File: src/rtl/key_pkg.sv
// Shared definitions for the keypad event scheduler: code width,
// capture handshake states and requester port indices.
package key_pkg;

    localparam int CODE_W    = 5;
    localparam int PORT_CPU  = 0;
    localparam int PORT_DISP = 1;

    typedef enum logic [1:0] {
        IDLE    = 2'd0,
        ACK     = 2'd1,
        RELEASE = 2'd2
    } cap_state_e;

endpackage

File: src/rtl/key_fifo.sv
// Small synchronous FIFO holding captured key codes. dout shows the
// current head combinationally; push and pop may occur in the same cycle,
// including when full (the write lands in the slot being vacated).
module key_fifo
    import key_pkg::*;
#(
    parameter  int DEPTH  = 8,
    parameter  int CODE_W = 5,
    localparam int AW     = $clog2(DEPTH),
    localparam int CW     = $clog2(DEPTH + 1)
) (
    input  logic              clk,
    input  logic              rst,
    input  logic              push,
    input  logic [CODE_W-1:0] din,
    input  logic              pop,
    output logic [CODE_W-1:0] dout,
    output logic [CW-1:0]     count,
    output logic              full,
    output logic              empty
);

    logic [CODE_W-1:0] mem_q [DEPTH];
    logic [AW-1:0]     wr_ptr_q;
    logic [AW-1:0]     rd_ptr_q;
    logic [CW-1:0]     count_q;
    logic              push_ok;
    logic              pop_ok;

    assign full    = (count_q == CW'(DEPTH));
    assign empty   = (count_q == '0);
    assign pop_ok  = pop && !empty;
    assign push_ok = push && (!full || pop_ok);
    assign dout    = mem_q[rd_ptr_q];
    assign count   = count_q;

    // Storage array; contents need no reset since occupancy gates reads.
    always_ff @(posedge clk) begin
        if (push_ok) begin
            mem_q[wr_ptr_q] <= din;
        end
    end

    // Pointers wrap naturally at DEPTH; occupancy tracks push minus pop.
    always_ff @(posedge clk or posedge rst) begin
        if (rst) begin
            wr_ptr_q <= '0;
            rd_ptr_q <= '0;
            count_q  <= '0;
        end else begin
            if (push_ok) begin
                wr_ptr_q <= wr_ptr_q + AW'(1);
            end
            if (pop_ok) begin
                rd_ptr_q <= rd_ptr_q + AW'(1);
            end
            if (push_ok && !pop_ok) begin
                count_q <= count_q + CW'(1);
            end else if (pop_ok && !push_ok) begin
                count_q <= count_q - CW'(1);
            end
        end
    end

endmodule

File: src/rtl/key_event_scheduler.sv
// Keypad event scheduler: runs the scanner ready/readn handshake, queues
// captured codes and hands them out round-robin to two requesters.
//
// state   | meaning
// IDLE    | waiting for key_ready; captures the code on the cycle it is seen
// ACK     | readn held low for at least ACK_MIN cycles and until ready drops
// RELEASE | readn back high for one cycle before another capture is allowed
module key_event_scheduler
    import key_pkg::*;
#(
    parameter  int DEPTH   = 8,
    parameter  int CODE_W  = key_pkg::CODE_W,
    parameter  int ACK_MIN = 16,
    localparam int CW      = $clog2(DEPTH + 1),
    localparam int KW      = $clog2(ACK_MIN) + 1
) (
    input  logic              clk,
    input  logic              rst,
    input  logic              key_ready,
    input  logic [CODE_W-1:0] key_code,
    output logic              readn,
    input  logic [1:0]        req,
    output logic [1:0]        grant,
    output logic              rd_valid,
    output logic [CODE_W-1:0] rd_code,
    output logic [CW-1:0]     count,
    output logic              overflow,
    input  logic              clr_ovf
);

    localparam logic [KW-1:0] ACK_LAST = KW'(ACK_MIN - 1);

    cap_state_e        state_q, state_d;
    logic [KW-1:0]     ack_cnt_q, ack_cnt_d;
    logic              readn_q;
    logic [1:0]        grant_q, grant_d;
    logic              rr_q, rr_d;
    logic [CODE_W-1:0] rd_code_q, rd_code_d;
    logic              ovf_q, ovf_d;
    logic              cap_push;
    logic              pop;
    logic              push_ok;
    logic              drop;
    logic [CODE_W-1:0] fifo_dout;
    logic              fifo_full;
    logic              fifo_empty;

    key_fifo #(
        .DEPTH  (DEPTH),
        .CODE_W (CODE_W)
    ) u_fifo (
        .clk   (clk),
        .rst   (rst),
        .push  (push_ok),
        .din   (key_code),
        .pop   (pop),
        .dout  (fifo_dout),
        .count (count),
        .full  (fifo_full),
        .empty (fifo_empty)
    );

    // Capture handshake: one push per IDLE->ACK, counter saturates so a
    // stuck key_ready cannot wrap it.
    always_comb begin
        state_d   = state_q;
        ack_cnt_d = ack_cnt_q;
        cap_push  = 1'b0;
        case (state_q)
            IDLE: begin
                if (key_ready) begin
                    cap_push  = 1'b1;
                    ack_cnt_d = '0;
                    state_d   = ACK;
                end
            end
            ACK: begin
                if (ack_cnt_q != ACK_LAST) begin
                    ack_cnt_d = ack_cnt_q + KW'(1);
                end
                if ((ack_cnt_q >= ACK_LAST) && !key_ready) begin
                    state_d = RELEASE;
                end
            end
            RELEASE: begin
                state_d = IDLE;
            end
            default: begin
                state_d = IDLE;
            end
        endcase
    end

    // Round-robin arbiter over the pre-push head; rr_q=1 favours the display port.
    always_comb begin
        grant_d = 2'b00;
        if (!fifo_empty) begin
            case (req)
                2'b01:   grant_d[PORT_CPU]  = 1'b1;
                2'b10:   grant_d[PORT_DISP] = 1'b1;
                2'b11:   grant_d = rr_q ? 2'b10 : 2'b01;
                default: grant_d = 2'b00;
            endcase
        end
        pop       = |grant_d;
        rr_d      = grant_d[PORT_CPU] ? 1'b1 : (grant_d[PORT_DISP] ? 1'b0 : rr_q);
        rd_code_d = pop ? fifo_dout : rd_code_q;
        push_ok   = cap_push && (!fifo_full || pop);
        drop      = cap_push && fifo_full && !pop;
        ovf_d     = drop ? 1'b1 : (clr_ovf ? 1'b0 : ovf_q);
    end

    // Registered state, handshake output and read port.
    always_ff @(posedge clk or posedge rst) begin
        if (rst) begin
            state_q   <= IDLE;
            ack_cnt_q <= '0;
            readn_q   <= 1'b1;
            grant_q   <= 2'b00;
            rr_q      <= 1'b0;
            rd_code_q <= '0;
            ovf_q     <= 1'b0;
        end else begin
            state_q   <= state_d;
            ack_cnt_q <= ack_cnt_d;
            readn_q   <= (state_d != ACK);
            grant_q   <= grant_d;
            rr_q      <= rr_d;
            rd_code_q <= rd_code_d;
            ovf_q     <= ovf_d;
        end
    end

    assign readn    = readn_q;
    assign grant    = grant_q;
    assign rd_valid = |grant_q;
    assign rd_code  = rd_code_q;
    assign overflow = ovf_q;

endmodule

File: config.mk
export PLATFORM = sky130hd
export DESIGN_NAME = key_event_scheduler
export DESIGN_NICKNAME = d
export VERILOG_FILES = /design/src/rtl/key_pkg.sv /design/src/rtl/key_fifo.sv /design/src/rtl/key_event_scheduler.sv
export SDC_FILE = /design/constraint.sdc
export NUM_CORES = 1
export LEC_CHECK = 0
export ABC_AREA = 1
export BUFFER_PORTS_ARGS = -buffer_cell sky130_fd_sc_hd__buf_2
export CAP_MARGIN = 25
export CORE_MARGIN = 2
export CORE_UTILIZATION = 45
export CTS_BUF_LIST = sky130_fd_sc_hd__clkbuf_4 sky130_fd_sc_hd__clkbuf_8
export CTS_CLUSTER_SIZE = 16
export DETAILED_ROUTE_END_ITERATION = 7
export HOLD_SLACK_MARGIN = 0.05
export PLACE_DENSITY = 0.7
export SLEW_MARGIN = 20
export SYNTH_ARGS = -nofsm -noshare
export SYNTH_HDL_FRONTEND = slang
export SYNTH_SLANG_ARGS = --single-unit
export TNS_END_PERCENT = 100
File: constraint.sdc
create_clock -name clk -period 2.85 [get_ports clk]
set_input_delay 0.57 -clock clk [delete_from_list [all_inputs] [get_ports clk]]
set_output_delay 0.57 -clock clk [all_outputs]
set_load 0.02 [all_outputs]
# Yosys cells after proc, flatten, opt, wreduce, memory -nomap -nowiden
# Memory sizes are Yosys's and may differ from the RTL's. A register that Yosys moved wholly into a read port is not among the register bits.
# Index checks and enable logic that the tools add are counted.
dict set report totals {
  reg_bits 22
  mem_bits_rw 40
  input_bits 11
  n_memories 1
}
# name words word_bits read_ports rd_clocked_by_memory_dff write_ports line
set memory_table {}
lappend memory_table {u_fifo.mem_q 8 5 1 1 1 key_fifo.sv:23} ;# logic [CODE_W-1:0] mem_q [DEPTH];
dict set report classes {
  n_addsub 5
  n_lt_le_gt_ge 1
  n_eq_ne 9
  muxes 20
  n_reduce_logical 25
}
# op count
set ops {}
lappend ops {{$mux 5} 2}
lappend ops {{$pmux 5 s2} 1}
lappend ops {{$logic_and 1x1->1} 8}
lappend ops {{$mux 1} 8}
lappend ops {{$mux 2} 4}
lappend ops {{$mux 4} 2}
lappend ops {{$reduce_bool 2->1} 4}
lappend ops {{$add 3x1->3 const B} 2}
lappend ops {{$logic_not 1->1} 6}
lappend ops {{$add 5x1->5 const B} 1}
lappend ops {{$ge 5x4->1 const B} 1}
lappend ops {{$ne 5x4->1 const B} 1}
lappend ops {{$add 4x1->4 const B} 1}
lappend ops {{$eq 2x1->1 const B} 2}
lappend ops {{$eq 2x2->1 const B} 2}
lappend ops {{$eq 4x4->1 const B} 1}
lappend ops {{$logic_not 4->1} 1}
lappend ops {{$ne 2x2->1 const B} 2}
lappend ops {{$pmux 1 s2} 2}
lappend ops {{$pmux 2 s2} 1}
lappend ops {{$reduce_or 2->1} 2}
lappend ops {{$sub 4x1->4 const B} 1}
lappend ops {{$reduce_and 3->1} 1}
lappend ops {{$logic_not 2->1} 1}
lappend ops {{other kinds (2)} 3}

# Longest topological paths before layout
dict set report depth {
  ltp_word 11
  mapped_depth 16
  mapped_depth_nobuf 16
}

# Modules after synthesis
# Synthesis repeated with hierarchy kept, for this count alone.
dict set report hier_totals {
  hier_cells 354
  hier_area_um2 3219.3
}
# module n_inst cells_per_inst area_each_um2 seq_area_each_um2
set by_module_without_submodules {}
lappend by_module_without_submodules {key_fifo 1 263 2431.1 1451.4}
lappend by_module_without_submodules {key_event_scheduler 1 91 788.3 426.7}

# Least setup slack after synthesis
# Ideal clock, no wire load.
dict set report synth_timing {
  path_kind {reg2reg}
  start {register u_fifo.count_q[0] (netlist: u_fifo.count[0])}
  end {register u_fifo.count_q[3] (netlist: u_fifo.count[3])}
  t_arrival_ps 2063
  t_required_ps 2734
  slack_ps 671
  path_stages_with_launch 16
  path_buffers 0
  synth_period_minus_slack_ps 2179
  path_cell_list {dfrtp_1 > inv_1 > nand2_1 > nor2_1 > nand4_1 > nand2_1 > inv_1 > ha_1 > inv_1 > ha_1 > a21oi_1 > nand2_1 > nand2_1 > nand2_1 > nand2_1 > nand2_1}
}
dict set report synth_via {
  elab_chain_len 9
}
# item line
set synth_rtl {}
lappend synth_rtl {{from (decl)} key_fifo.sv:26} ;# logic [CW-1:0] count_q;
lappend synth_rtl {{from (signal assigned)} key_fifo.sv:58} ;# count_q <= count_q + CW'(1);
lappend synth_rtl {{from (signal assigned)} key_fifo.sv:60} ;# count_q <= count_q - CW'(1);
lappend synth_rtl {{$logic_not 4->1} key_fifo.sv:31} ;# assign empty = (count_q == '0);
lappend synth_rtl {{$mux 2} key_event_scheduler.sv:97} ;# if (!fifo_empty) begin
lappend synth_rtl {{$reduce_or 2->1} key_event_scheduler.sv:105} ;# pop = |grant_d;
lappend synth_rtl {{$logic_or 1x1->1 / $logic_and 1x1->1 (equally long branches)} {key_event_scheduler.sv:108, key_fifo.sv:32}}
lappend synth_rtl {{$logic_and 1x1->1 / $logic_or 1x1->1 (equally long branches)} {key_event_scheduler.sv:108, key_fifo.sv:33}}
lappend synth_rtl {{$logic_and 1x1->1 (*)} key_fifo.sv:33} ;# assign push_ok = push && (!full || pop_ok);
lappend synth_rtl {{net u_fifo.push_ok} key_fifo.sv:27} ;# logic push_ok;
lappend synth_rtl {{$logic_not 1->1} key_fifo.sv:59} ;# end else if (pop_ok && !push_ok) begin
lappend synth_rtl {{$logic_and 1x1->1} key_fifo.sv:59}
lappend synth_rtl {{$reduce_bool 2->1 (no line)} -}
# The timed path passes the listed nets; every way through them passes the cells marked *. The select of a mux whose other input is x is not followed.
# A chain may end at the register's enable or synchronous reset.

# Worst setup path in the final report
# Ends and elaborated chain as after synthesis.

==> results.json <==
{
  "peakVddDrop_mv": 0.332,
  "ys_seq_area_frac": 0.624,
  "vias": 2033,
  "grt_pass1_wl_um": 8870,
  "hold_buffers": 0,
  "cp_slowest_cell": "dfrtp_1",
  "die_h_um": 85.8,
  "min_period_ps": 2410,
  "cp_top_family": "simple AND/OR/NAND/NOR gates",
  "io_buffers": 24,
  "tritoncts": "done",
  "worstPathRequired_ps": 3090,
  "path_cells": "inv_1, nand2_1, nor2_1, nand4_1, nand2_1, inv_1, ha_1, inv_1, ha_1, a21oi_1, nand2_1, nand2_1, nand2_1, nand2_1, nand2_1",
  "track_usage": 0.161,
  "rows": 29,
  "max_freq_ghz": 0.415,
  "cts_buffer_depth": 2,
  "finalNetCount": 365,
  "worst_slew_pin_slew_ps": 631,
  "max-cap-violations": 0,
  "setup.worst_path.class": "register to register",
  "dpl_cell_area_mm2": 0.00321,
  "drc": 2,
  "dieArea_mm2": 0.00736,
  "synth.distinct_cells": 24,
  "h-tree-depth": 3,
  "r2r_slack_ps": 440,
  "dp_hpwl_um": 3690,
  "setup_tns_ps": 0,
  "startpoint_type": "register",
  "ctsRootBufferMaster": "clkbuf_8",
  "ant_nets": 0,
  "crit_arrival_ps": 2650,
  "grt_pass1_vias": 1887,
  "cpMostUsedCell": "nand2_1",
  "drive_above_1_share": 0.137,
  "synth_area_mm2": 0.00301,
  "overflow": 0,
  "final_cell_area_mm2": 0.00342,
  "netlist_instances": 315,
  "wl_per_cell_um": 12.8,
  "violations": "DRC",
  "viasPerCell": 4.75,
  "insertion_delay_ps": 340,
  "post_cts_resized": 0,
  "path_clk_slew_ps": 80,
  "areaGrowthSynthToFinish_pct": 13.6,
  "synth_area_per_cell_um2": 9.56,
  "layout_commonest_cell": "nand2_1",
  "die_w_um": 85.8,
  "clock_skew_ps": 11.7,
  "synth_nets": 334,
  "grt_max_degree": 28,
  "max_stage_delay_ps": 450,
  "period_share": 0.845,
  "io-pin-count": 25,
  "rsz0062_at_grt": "false",
  "numCtsBuffers": 9,
  "crit_fanout": 6,
  "yosys_warnings": 0,
  "crit_buf_inv": 3,
  "clock-sinks": 67,
  "post-cts-setup-buffer-count": 0,
  "p_leak_nw": 1.67,
  "firstDrtPassIters": 6,
  "endpoint_kind": "register",
  "gp_congestion": 0.776,
  "core_mm2": 0.00642,
  "slew_headroom": 0.579,
  "final_cell_mix": "nand2_1 (96), inv_1 (58), edfxtp_1 (40), nand3_1 (39), dfrtp_1 (26)",
  "maxSlewViolCount": 0,
  "wirelength_um": 5460,
  "ys_ff_latch": 67,
  "timing.final.hold_violations": 0,
  "antenna_found_initial": 0,
  "min-delay-path-class": "input pin to asynchronous set/reset pin",
  "finalSetupViolCount": 0,
  "drt_iter0_drc": 85,
  "status": "complete, but fails checks",
  "n_antenna_cell": 0,
  "start_util": 0.469,
  "pwr_density_cell_mw_per_mm2": 1020
}
[synth_stat cells]
master,n,share of area
edfxtp_1,40,0.40
o21ai_0,6,0.010
dfrtp_1,26,0.22
nand4_1,1,0.0021
nor2_2,2,0.0042
dfstp_2,1,0.0087
fa_1,1,0.0067
inv_1,58,0.072
o21ai_1,2,0.0033
nand2_1,96,0.12
a21oi_1,4,0.0067
nor3_1,2,0.0033
nor2_1,14,0.017
buf_6,1,0.0037
xnor2_1,3,0.0087
buf_2,4,0.0067
o22ai_1,1,0.0021
ha_1,7,0.029
or2_2,1,0.0021
nand2_2,1,0.0021
clkbuf_1,2,0.0025
xor2_1,2,0.0058
nand3_1,39,0.065
a22o_1,1,0.0029
[metrics by stage]
stage                     power (W)  std cells  utilization  hold slack [ps]  worst slack, ps
after floorplan             0.00237        315            -              476              671
after global routing        0.00378        428        0.532              301              150
after detailed placement    0.00270        412        0.500              461              347
after global placement      0.00266        412        0.500              471              437
final                       0.00350        428        0.532              273              442
after CTS                   0.00353        428        0.532              273              431
[cell type report]
cell class | count | area (µm²)
fillers | 558 | 3000
flip-flops and latches | 67 | 1880
multi-input cells | 183 | 876
inverters | 58 | 218
clock buffers | 14 | 174
repair buffers | 27 | 143
well taps | 77 | 96.3
clock inverters | 2 | 35.0
[per-layer routing]
| metal | up-vias | track usage | share of wire | wire length [µm] |
|---|---|---|---|---|
| met5 | - | 0 | 0 | 0 |
| met4 | 0 | 0.0808 | 0.014 | 78 |
| met3 | 7 | 0.0423 | 0.046 | 250 |
| met2 | 45 | 0.243 | 0.47 | 2550 |
| met1 | 922 | 0.217 | 0.47 | 2580 |
| li1 | 1059 | - | - | - |
[power breakdown]
group | leakage, nW | internal (W) | switching, W
logic | 0.864 | 0.000446 | 0.000811
clock network | 0.111 | 0.000481 | 0.000343
registers | 0.690 | 0.00125 | 0.000174
[path summary, 6_finish.rpt]
path | startpoint | cells after the start | end
setup / recovery | u_fifo.count[0]$_DFFE_PP0P_ | 15 | u_fifo.count[3]$_DFFE_PP0P_
hold / removal | rst | 3 | rd_code[2]$_DFFE_PP0N_
setup reg to reg | u_fifo.count[0]$_DFFE_PP0P_ | 15 | u_fifo.count[3]$_DFFE_PP0P_
hold reg to reg | rd_code[1]$_DFFE_PP0N_ | 2 | rd_code[1]$_DFFE_PP0N_
max in group asynchronous | rst | 3 | readn$_DFF_PP1_
min in group clk | key_ready | 2 | state_q[1]$_DFF_PP0_
[state kept, by name, indices dropped and copies added (netlist names)]
signal           cells
overflow             1
u_fifo.wr_ptr_q      3
u_fifo.rd_ptr_q      3
ack_cnt_q            5
u_fifo.count         4
rd_code              5
state_q              2
u_fifo.mem_q        40
readn                1
grant                2
rr_q                 1
[worst min-delay path: stages]
cell	delay [ps]
buf_2	100
inv_1	40
buf_4	310
[cells by family (layout without fill, tap and decap cells)]
| logic type | Yosys count | in the layout | synth area share |
|---|---|---|---|
| flops | 67 | 67 | 0.624 |
| simple gates | 156 | 156 | 0.216 |
| compound gates | 14 | 14 | 0.0249 |
| fa+ha+maj | 8 | 8 | 0.0357 |
| xor+xnor | 5 | 5 | 0.0145 |
| buf+inv | 65 | 101 | 0.0852 |
(Power assumes the default switching activity.)
